**src/rtl/load_cell_smplr_if.sv**
```systemverilog
// load_cell_smplr_if: request/response link between the load-cell sampler and the shared SPI A2D master.
interface load_cell_smplr_if;
    logic        spi_req;
    logic [15:0] spi_cmd;
    logic        spi_done;
    logic [15:0] spi_rdata;
    modport master (output spi_req, spi_cmd, input spi_done, spi_rdata);
    modport slave (input spi_req, spi_cmd, output spi_done, spi_rdata);
endinterface

```
**src/rtl/load_cell_smplr.sv**
```systemverilog
// load_cell_smplr: periodically reads both load cells over the A2D link, clamps them and publishes them.
// Defining LD_FILTER_EN adds IIR smoothing of the published loads.
module load_cell_smplr #(
    parameter logic [15:0] SMPL_PER   = 16'd4096,
    parameter logic [11:0] TMO_CYC    = 12'd2048,
    parameter logic [2:0]  LFT_CH     = 3'd0,
    parameter logic [2:0]  RGHT_CH    = 3'd4,
    parameter int          FILT_SHIFT = 2
) (
    input  logic              clk,
    input  logic              rst_n,
    load_cell_smplr_if.master io_spi,
    output logic [11:0]       o_lft_ld,
    output logic [11:0]       o_rght_ld,
    output logic              o_ld_vld,
    output logic              o_a2d_err
);
    typedef enum logic [2:0] {IDLE, L_SEL, L_RD, R_SEL, R_RD, UPD} state_t;
    state_t      r_state, w_state_nxt;
    logic [15:0] r_per, r_cmd;
    logic        r_pend, r_req, r_vld, r_err;
    logic [11:0] r_wd, r_lsmp, r_rsmp, r_lft, r_rght, w_lft_nxt, w_rght_nxt;
    logic        w_wrap, w_wait, w_tmo, w_start, w_req, w_cap_l, w_cap_r, w_upd;
    logic [2:0]  w_ch;
    logic        w_unused;

    // Anything above 12'h7FF would read as negative downstream.
    function automatic logic [11:0] clamp(input logic [11:0] s);
        return s[11] ? 12'h7FF : s;
    endfunction

    assign w_wrap = r_per == SMPL_PER - 16'd1;
    assign w_wait = r_state inside {L_SEL, L_RD, R_SEL, R_RD};
    // A done arriving on the last allowed cycle still counts as success.
    assign w_tmo  = w_wait && !io_spi.spi_done && r_wd == TMO_CYC - 12'd1;

    always_ff @(posedge clk or negedge rst_n)
        if (!rst_n) r_state <= IDLE;
        else r_state <= w_state_nxt;

    always_comb begin
        w_state_nxt = r_state;
        if (w_tmo) w_state_nxt = IDLE;
        else
            case (r_state)
                IDLE:    if (r_pend) w_state_nxt = L_SEL;
                L_SEL:   if (io_spi.spi_done) w_state_nxt = L_RD;
                L_RD:    if (io_spi.spi_done) w_state_nxt = R_SEL;
                R_SEL:   if (io_spi.spi_done) w_state_nxt = R_RD;
                R_RD:    if (io_spi.spi_done) w_state_nxt = UPD;
                default: w_state_nxt = IDLE;
            endcase
    end

    always_comb begin
        w_start = r_state == IDLE && r_pend;
        w_req   = w_start || (io_spi.spi_done && r_state inside {L_SEL, L_RD, R_SEL});
        w_ch    = r_state inside {IDLE, L_SEL} ? LFT_CH : RGHT_CH;
        w_cap_l = r_state == L_RD && io_spi.spi_done;
        w_cap_r = r_state == R_RD && io_spi.spi_done;
        w_upd   = r_state == UPD;
    end

    always_ff @(posedge clk or negedge rst_n)
        if (!rst_n) begin
            r_per  <= '0;
            r_pend <= 1'b0;
            r_req  <= 1'b0;
            r_cmd  <= '0;
            r_wd   <= '0;
            r_vld  <= 1'b0;
            r_err  <= 1'b0;
            r_lsmp <= '0;
            r_rsmp <= '0;
            r_lft  <= '0;
            r_rght <= '0;
        end else begin
            r_per  <= w_wrap ? 16'd0 : r_per + 16'd1;
            r_pend <= w_wrap || (r_pend && !w_start);
            r_req  <= w_req;
            r_vld  <= w_upd;
            r_err  <= w_tmo || (r_err && !w_upd);
            r_wd   <= w_req ? 12'd0 : r_wd + {11'd0, w_wait};
            if (w_req) r_cmd <= {2'b00, w_ch, 11'h000};
            if (w_cap_l) r_lsmp <= clamp(io_spi.spi_rdata[11:0]);
            if (w_cap_r) r_rsmp <= clamp(io_spi.spi_rdata[11:0]);
            if (w_upd) begin
                r_lft  <= w_lft_nxt;
                r_rght <= w_rght_nxt;
            end
        end

`ifdef LD_FILTER_EN
    logic r_primed;

    function automatic logic [11:0] iir(input logic [11:0] o, input logic [11:0] s);
        logic signed [12:0] d, y;
        d = $signed({1'b0, s}) - $signed({1'b0, o});
        y = $signed({1'b0, o}) + (d >>> FILT_SHIFT);
        return y[12] ? 12'h000 : (y[11] ? 12'h7FF : y[11:0]);
    endfunction

    // The first round after reset loads raw samples so the filter does not ramp up from zero.
    always_ff @(posedge clk or negedge rst_n)
        if (!rst_n) r_primed <= 1'b0;
        else if (w_upd) r_primed <= 1'b1;

    assign w_lft_nxt  = r_primed ? iir(r_lft, r_lsmp) : r_lsmp;
    assign w_rght_nxt = r_primed ? iir(r_rght, r_rsmp) : r_rsmp;
    assign w_unused   = ^io_spi.spi_rdata[15:12];
`else
    assign w_lft_nxt  = r_lsmp;
    assign w_rght_nxt = r_rsmp;
    assign w_unused   = ^{io_spi.spi_rdata[15:12], FILT_SHIFT[0]};
`endif

    assign io_spi.spi_req  = r_req;
    assign io_spi.spi_cmd  = r_cmd;
    assign o_lft_ld        = r_lft;
    assign o_rght_ld       = r_rght;
    assign o_ld_vld        = r_vld;
    assign o_a2d_err       = r_err;
endmodule

```
**src/flat_wrapper.sv**
```systemverilog
// flat-port wrapper written by rule: the top's interface ports become plain ports
module load_cell_smplr_flat 
#(
    parameter logic [15:0] SMPL_PER   = 16'd4096,
    parameter logic [11:0] TMO_CYC    = 12'd2048,
    parameter logic [2:0]  LFT_CH     = 3'd0,
    parameter logic [2:0]  RGHT_CH    = 3'd4,
    parameter int          FILT_SHIFT = 2
)
  (clk, rst_n, o_lft_ld, o_rght_ld, o_ld_vld, o_a2d_err, io_spi_spi_req, io_spi_spi_cmd, io_spi_spi_done, io_spi_spi_rdata);
  load_cell_smplr_if io_spi_i ();
  input  logic clk;
  input  logic rst_n;
  output logic [11:0] o_lft_ld;
  output logic [11:0] o_rght_ld;
  output logic o_ld_vld;
  output logic o_a2d_err;
  output wire logic [$bits(io_spi_i.spi_req)-1:0] io_spi_spi_req;
  output wire logic [$bits(io_spi_i.spi_cmd)-1:0] io_spi_spi_cmd;
  input wire logic [$bits(io_spi_i.spi_done)-1:0] io_spi_spi_done;
  input wire logic [$bits(io_spi_i.spi_rdata)-1:0] io_spi_spi_rdata;
  assign io_spi_spi_req = io_spi_i.spi_req;
  assign io_spi_spi_cmd = io_spi_i.spi_cmd;
  assign io_spi_i.spi_done = io_spi_spi_done;
  assign io_spi_i.spi_rdata = io_spi_spi_rdata;
  load_cell_smplr #(.SMPL_PER(SMPL_PER), .TMO_CYC(TMO_CYC), .LFT_CH(LFT_CH), .RGHT_CH(RGHT_CH), .FILT_SHIFT(FILT_SHIFT)) u_core (.clk(clk), .rst_n(rst_n), .io_spi(io_spi_i), .o_lft_ld(o_lft_ld), .o_rght_ld(o_rght_ld), .o_ld_vld(o_ld_vld), .o_a2d_err(o_a2d_err));
endmodule
```
**config.mk**
```make
export PLATFORM = sky130hd
export DESIGN_NAME = load_cell_smplr_flat
export DESIGN_NICKNAME = d
export VERILOG_FILES = /design/src/rtl/load_cell_smplr_if.sv /design/src/rtl/load_cell_smplr.sv /design/src/flat_wrapper.sv
export SDC_FILE = /design/constraint.sdc
export NUM_CORES = 1
export LEC_CHECK = 0
export ABC_AREA = 0
export CAP_MARGIN = 20
export CORE_MARGIN = 10
export CORE_UTILIZATION = 40
export CTS_BUF_LIST = sky130_fd_sc_hd__clkbuf_8
export DETAILED_ROUTE_END_ITERATION = 10
export PLACE_DENSITY_LB_ADDON = 0.08
export SLEW_MARGIN = 20
export SYNTH_ARGS = -nofsm -noshare
export SYNTH_HDL_FRONTEND = slang
export SYNTH_SLANG_ARGS = --single-unit
export TNS_END_PERCENT = 1
```
**constraint.sdc**
```tcl
create_clock -name clk -period 1.9 [get_ports clk]
set_input_delay 0.285 -clock clk [delete_from_list [all_inputs] [get_ports clk]]
set_output_delay 0.285 -clock clk [all_outputs]
set_load 0.01 [all_outputs]
```
==> results_dict.tcl, run 1 <==
set metrics [dict create \
    setup_ws_ns 0.206 \
    die_width_um 114 \
    grt_max_degree 61 \
    drtIter0Drc 58 \
    track_usage_pct 10.9 \
    h-tree-depth 3 \
    peakVddDrop_uv 624 \
    tritoncts "done" \
    synth_area_leader_cell "dfrtp_1" \
    placed_area_um2 4050 \
    clock_skew_ns 0.00736 \
    slew_viol_final 0 \
    clk_pin_slew_ns 0.09 \
    ys_types 36 \
    yosysWarnings 0 \
    status "finished clean" \
    finalSetupViolCount 0 \
    netlist_instances 305 \
    viasPerCell 4.63 \
    first_global_vias 2219 \
    insertion_delay_ns 0.34 \
    pwr_density_cell_nw_per_um2 1270 \
    crit_type "register to register" \
    nNetsFinal 379 \
    crit_fanout 5 \
    power.leakage_nw 1.95 \
    synth.avg_cell_area_um2 11.5 \
    detail_route.wl_per_cell_um 13.9 \
    syn_area_um2 3500 \
    vias 2176 \
    crit_arrival_ns 1.92 \
    routabilityCongestion 0.729 \
    fin_tns_setup_ns 0 \
    clock-sinks 80 \
    syn_to_final_growth_pct 21.3 \
    multi_input_area_um2 1360 \
    design_area_um2 4250 \
    maxCapViolCount 0 \
    finalHoldViolations 0 \
    fin_crit_ns 1.69 \
    cts_root_buf "clkbuf_8" \
    synth_edf_count 0 \
    drc 0 \
    end_kind "register" \
    num_rows 34 \
    grt_pass1_wl_um 11400 \
    fin_crit_sh_pct 89.2 \
    antenna_cells 0 \
    dieArea_um2 12900 \
    async_flop_share_pct 100 \
    start_util_pct 40.5 \
    ant_nets 0 \
    antenna_found_initial 0 \
    final-seq-area_um2 2000 \
    io_pins 62 \
    yosysSeqAreaShare_pct 57.2 \
    coreArea_um2 8640 \
    portBuffers 40 \
    n_fill_cell 808 \
    worstPathRequired_ns 2.13 \
    synth_ff_type "dfrtp_1" \
    synth_top_area_share_pct 57.2 \
    fp.dieH_um 114 \
    rsz0062_at_grt "false" \
    ys_top_cells_by_area "dfrtp_1 (57%), mux2_4 (7.7%), nor2_1 (6.0%), buf_4 (3.9%), xnor2_1 (3.8%)" \
    grt_overflow_total 0 \
    post-cts-setup-buffers 0 \
    holdWs_ns 0.366 \
    worstSetupStartpointType "register" \
    dp_hpwl_um 4670 \
    routed_wl_um 6540 \
    finalPower_mw 5.41 \
    fmax_mhz 590 \
    ys_ff_latch 80 \
    numCtsBuffers 9 \
    hold_path.class "input port to asynchronous set/reset pin" \
    dp_slack_ns 0.146 \
    drt_first_pass_iters 6 \
    drive_gt1_share_pct 16.0 \
    cts_max_path_buffers 2 \
]
## path summary, 6_finish.rpt
path | start | end | slack, ns | cells past startpoint
setup / recovery | u_core.r_state[0] | u_core.r_wd[10] | 0.21 | 7
hold / removal | rst_n | u_core.o_rght_ld[4] | 0.37 | 2
setup reg to reg | u_core.r_state[0] | u_core.r_wd[10] | 0.21 | 7
hold reg to reg | u_core.r_per[0] | u_core.r_per[0] | 0.46 | 1
max in group asynchronous | rst_n | u_core.r_lsmp[7] | 0.93 | 3
min in group clk | u_core.r_per[0] | u_core.r_per[0] | 0.46 | 1
## timing repair
action | in CTS | in global routing
resized for setup | 0 | 2
endpoints found under the setup margin | 0 | 3
endpoints found under the hold margin | 20 | 0
hold buffers | 1 | 0
## stage by stage
stage / util, % / cells
floorplan: - / 321
global placement: 46.9 / 453
detailed placement: 46.9 / 453
CTS: 49.1 / 470
global route: 49.2 / 470
finish: 49.2 / 470
## layout by cell type, fill, tap and decap left out, types with 4 or more instances in the layout
cell / count
a21oi_1: 24
and3_1: 6
buf_12: 5
buf_4: 7
clkbuf_8: 10
clkdlybuf4s50_1: 39
conb_1: 17
dfrtp_1: 80
mux2_2: 5
mux2_4: 18
nand2_1: 11
nand3_1: 9
nand4_1: 7
nor2_1: 56
nor2b_1: 4
nor3_1: 4
o21ai_0: 4
xnor2_1: 15
xor2_1: 9
## cells in the mapped netlist, types with 2 or more instances
cell,n
dfrtp_1,80
buf_6,2
xor2_1,9
nor2_1,56
and3_1,6
a21oi_1,24
buf_4,18
mux2i_1,2
nand4_1,7
mux2_4,18
nand3_1,9
nand2_1,11
ha_1,3
o21ai_0,4
inv_1,2
nor2b_1,4
nor3_1,5
and4_1,2
xnor2_1,15
mux2_2,5
buf_2,6
nor2_2,3
## state kept, by name, summed over array words and instances (netlist names)
register and count:
u_core.o_rght_ld 11, u_core.o_lft_ld 11, u_core.io_spi.spi_cmd 1, u_core.r_pend 1, u_core.r_state 3, u_core.r_rsmp 11
u_core.r_lsmp 11, u_core.r_per 16, u_core.o_a2d_err 1, u_core.o_ld_vld 1, u_core.r_wd 12, u_core.io_spi.spi_req 1
## where the power goes
part	total (mW)	switching, mW	internal (mW)
registers	2.50	0.287	2.21
logic	1.78	0.735	1.05
clock network	1.13	0.620	0.512
## area by class of cell
| cell class | instances | area share (%) |
|---|---|---|
| clock buffer | 10 | 3.24 |
| clock inverter | 6 | 1.03 |
| multi-input combinational | 211 | 32.1 |
| tap | 108 | 3.18 |
| timing repair buffer | 52 | 13.0 |
| sequential | 80 | 47.1 |
| inverter | 3 | 0.265 |
## worst max-delay path: stages, from the launching register on
cell     delay, ns
dfrtp_1       0.39
nor2_2        0.15
xnor2_1       0.18
ha_1          0.28
ha_2          0.26
nand4_1       0.11
xor2_1        0.15
nor2_1        0.06
## kinds of logic after synthesis
kind of cell / share of synthesized area (%)
AOI/OAI and AO/OA: 5.33
adders and majority gates: 1.07
buffers and inverters: 5.79
other: 0.107
xor gates and xnor gates: 6.00
muxes: 9.90
DFF: 57.2
and+or+nand+nor: 14.6
## layer usage
| layer | wire length (um) | track usage [%] | up-vias |
|---|---|---|---|
| met2 | 3040 | 16.5 | 35 |
| li1 | - | - | 1106 |
| met4 | 69 | 4.82 | 0 |
| met3 | 345 | 3.25 | 7 |
| met1 | 3090 | 14.0 | 1028 |
| met5 | 0 | 0 | - |
No activity file was read; power rests on OpenSTA's default activity.
==> run 2, diff against run 1 <==
--- a/config.mk
+++ b/config.mk
@@ -6,6 +6,7 @@
 export NUM_CORES = 1
 export LEC_CHECK = 0
 export ABC_AREA = 0
+export ABC_CLOCK_PERIOD_IN_PS = 1900
 export CAP_MARGIN = 20
 export CORE_MARGIN = 10
 export CORE_UTILIZATION = 40
==> results of run 2 <==
No change in the layout: final DEF, timing and power equal those of run 1.
==> run 3, diff against run 2 <==
==> constraint.sdc (replaced) <==
create_clock -name clk -period 1.9 [get_ports clk]
set_input_delay 0.38 -clock clk [delete_from_list [all_inputs] [get_ports clk]]
set_output_delay 0.38 -clock clk [all_outputs]
set_load 0.01 [all_outputs]
==> results_dict.tcl, run 3 (synthesis gave the netlist of run 1 again) <==
set metrics [dict create \
    insertion_delay_ns 0.35 \
    dp_hpwl_um 4600 \
    finalSetupViolCount 0 \
    layout_common_cells "dfrtp_1 (80), nor2_1 (56), clkdlybuf4s50_1 (39), a21oi_1 (24), mux2_4 (18)" \
    vias 2193 \
    clk_pin_slew_ns 0.09 \
    syn_to_final_growth_pct 20.9 \
    slowest_stage "dfrtp_1" \
    detail_route.wl_per_cell_um 14.2 \
    gr-usage-met2_pct 16.9 \
    met3_usage_pct 4.36 \
    path_common_cell "ha_1" \
    end_kind "register" \
    crit_family "adder cells" \
    nNetsFinal 379 \
    hold_path.class "register to register" \
    finalHoldViolations 0 \
    tritoncts "done" \
    ant_nets 0 \
    cts_root_buf "clkbuf_8" \
    viasPerCell 4.67 \
    antenna_found_initial 0 \
    crit_arrival_ns 1.95 \
    power.leakage_nw 1.95 \
    crit_fanout 5 \
    fin_tns_setup_ns 0 \
    grt_max_degree 54 \
    num_rows 34 \
    placed_area_um2 4040 \
    antenna_cells 0 \
    cts_resized 0 \
    slew_viol_final 0 \
    maxCapViolCount 0 \
    drtIter0Drc 69 \
    fin_crit_sh_pct 90.2 \
    drc 0 \
    holdCritStartpoint "u_core.r_per[0]" \
    startpoint "u_core.r_state[0]" \
    die_width_um 114 \
    grt_busiest_layer "met2" \
    grt_pass1_wl_um 11600 \
    routed_wl_um 6660 \
    largest_register_ffs 16 \
    start_util_pct 40.5 \
    peakVddDrop_uv 759 \
    worstPathRequired_ns 2.14 \
    crit_type "register to register" \
    grt_overflow_total 0 \
    coreArea_um2 8640 \
    clock-sinks 80 \
    crit_path_cell_trace "nor2_2, xnor2_1, ha_1, ha_1, nand4_1, xor2_1, nor2_1" \
    dieArea_um2 12900 \
    h-tree-depth 3 \
    fp.dieH_um 114 \
    fin_crit_ns 1.71 \
    numCtsBuffers 9 \
    final_common_cell "dfrtp_1" \
    fmax_mhz 584 \
    use_met1_pct 14.1 \
    path_buf_inv 0 \
    regMostFlops "u_core.r_per" \
    status "finished clean" \
    drive_gt1_share_pct 15.7 \
    critPathMaxStageDelay_ns 0.39 \
    reg_top3 "u_core.r_per (16), u_core.r_wd (12)" \
    drt_first_pass_iters 4 \
    cts_max_path_buffers 2 \
    rsz0062_at_grt "false" \
    portBuffers 40 \
    first_global_vias 2257 \
    clock_skew_ns 0.0104 \
    pwr_density_cell_nw_per_um2 1290 \
    worstSetupStartpointType "register" \
    track_usage_pct 11.0 \
    routabilityCongestion 0.747 \
    regToRegStartpoint "u_core.r_state[0]" \
    io_pins 62 \
    design_area_um2 4230 \
]
-- run 3: cell counts in the layout (fill, tap and decap cells not counted) --
No cell type changed its count.
-- run 3: worst paths after layout --
path                                            end  slack (ns)  cells after the start
worst min-delay path                u_core.r_per[0]        0.47                      1
min in group asynchronous       u_core.o_rght_ld[8]        0.49                      2
worst max-delay path                u_core.r_wd[10]        0.19                      7
worst max register to register      u_core.r_wd[10]        0.19                      7
worst min register to register      u_core.r_per[0]        0.47                      1
max in group asynchronous          u_core.o_a2d_err        0.80                      3
-- run 3: cell type report --
class | count | area (um^2)
Clock buffer | 10 | 138
Multi-Input combinational cell | 211 | 1360
Sequential cell | 80 | 2000
Timing Repair Buffer | 52 | 541
Inverter | 3 | 11.3
Clock inverter | 6 | 51.3
Tap cell | 108 | 135
Fill cell | 807 | 4400
-- run 3: per-layer routing --
metal | routed length (um) | vias up
met4 | 71 | 0
met5 | 0 | -
met2 | 3080 | 43
li1 | - | 1099
met1 | 3150 | 1045
met3 | 364 | 6
-- run 3: worst register-to-register path, delay by kind of cell, from the launching register on --
| kind | cells | cell delay, ns |
|---|---|---|
| XOR/XNOR | 2 | 0.33 |
| adder cells (fa/ha/maj) | 2 | 0.55 |
| flip-flops | 1 | 0.39 |
| AND/OR/NAND/NOR | 3 | 0.34 |
-- run 3: where the power goes --
group / switching (mW) / internal [mW] / leakage (nW)
combinational: 0.738 / 1.04 / 0.859
sequential: 0.289 / 2.21 / 1.00
clock: 0.647 / 0.526 / 0.0870
-- run 3: through the flow --
stage	util, %	total power, mW	hold WS [ns]	setup WS (ns)	cells
2_1_floorplan	-	3.51	0.0844	0.275	321
3_3_place_gp	46.7	4.32	0.332	0.136	453
3_5_place_dp	46.7	4.35	0.332	0.117	453
4_1_cts	49.0	5.55	0.471	0.171	470
5_1_grt	49.0	5.86	0.494	0.00658	470
6_report	49.0	5.45	0.468	0.186	470
-- run 3: timing repair --
action                                 in CTS  in global routing
hold buffers                                1                  0
setup buffers                               0                  0
endpoints found under the hold margin      27                  0
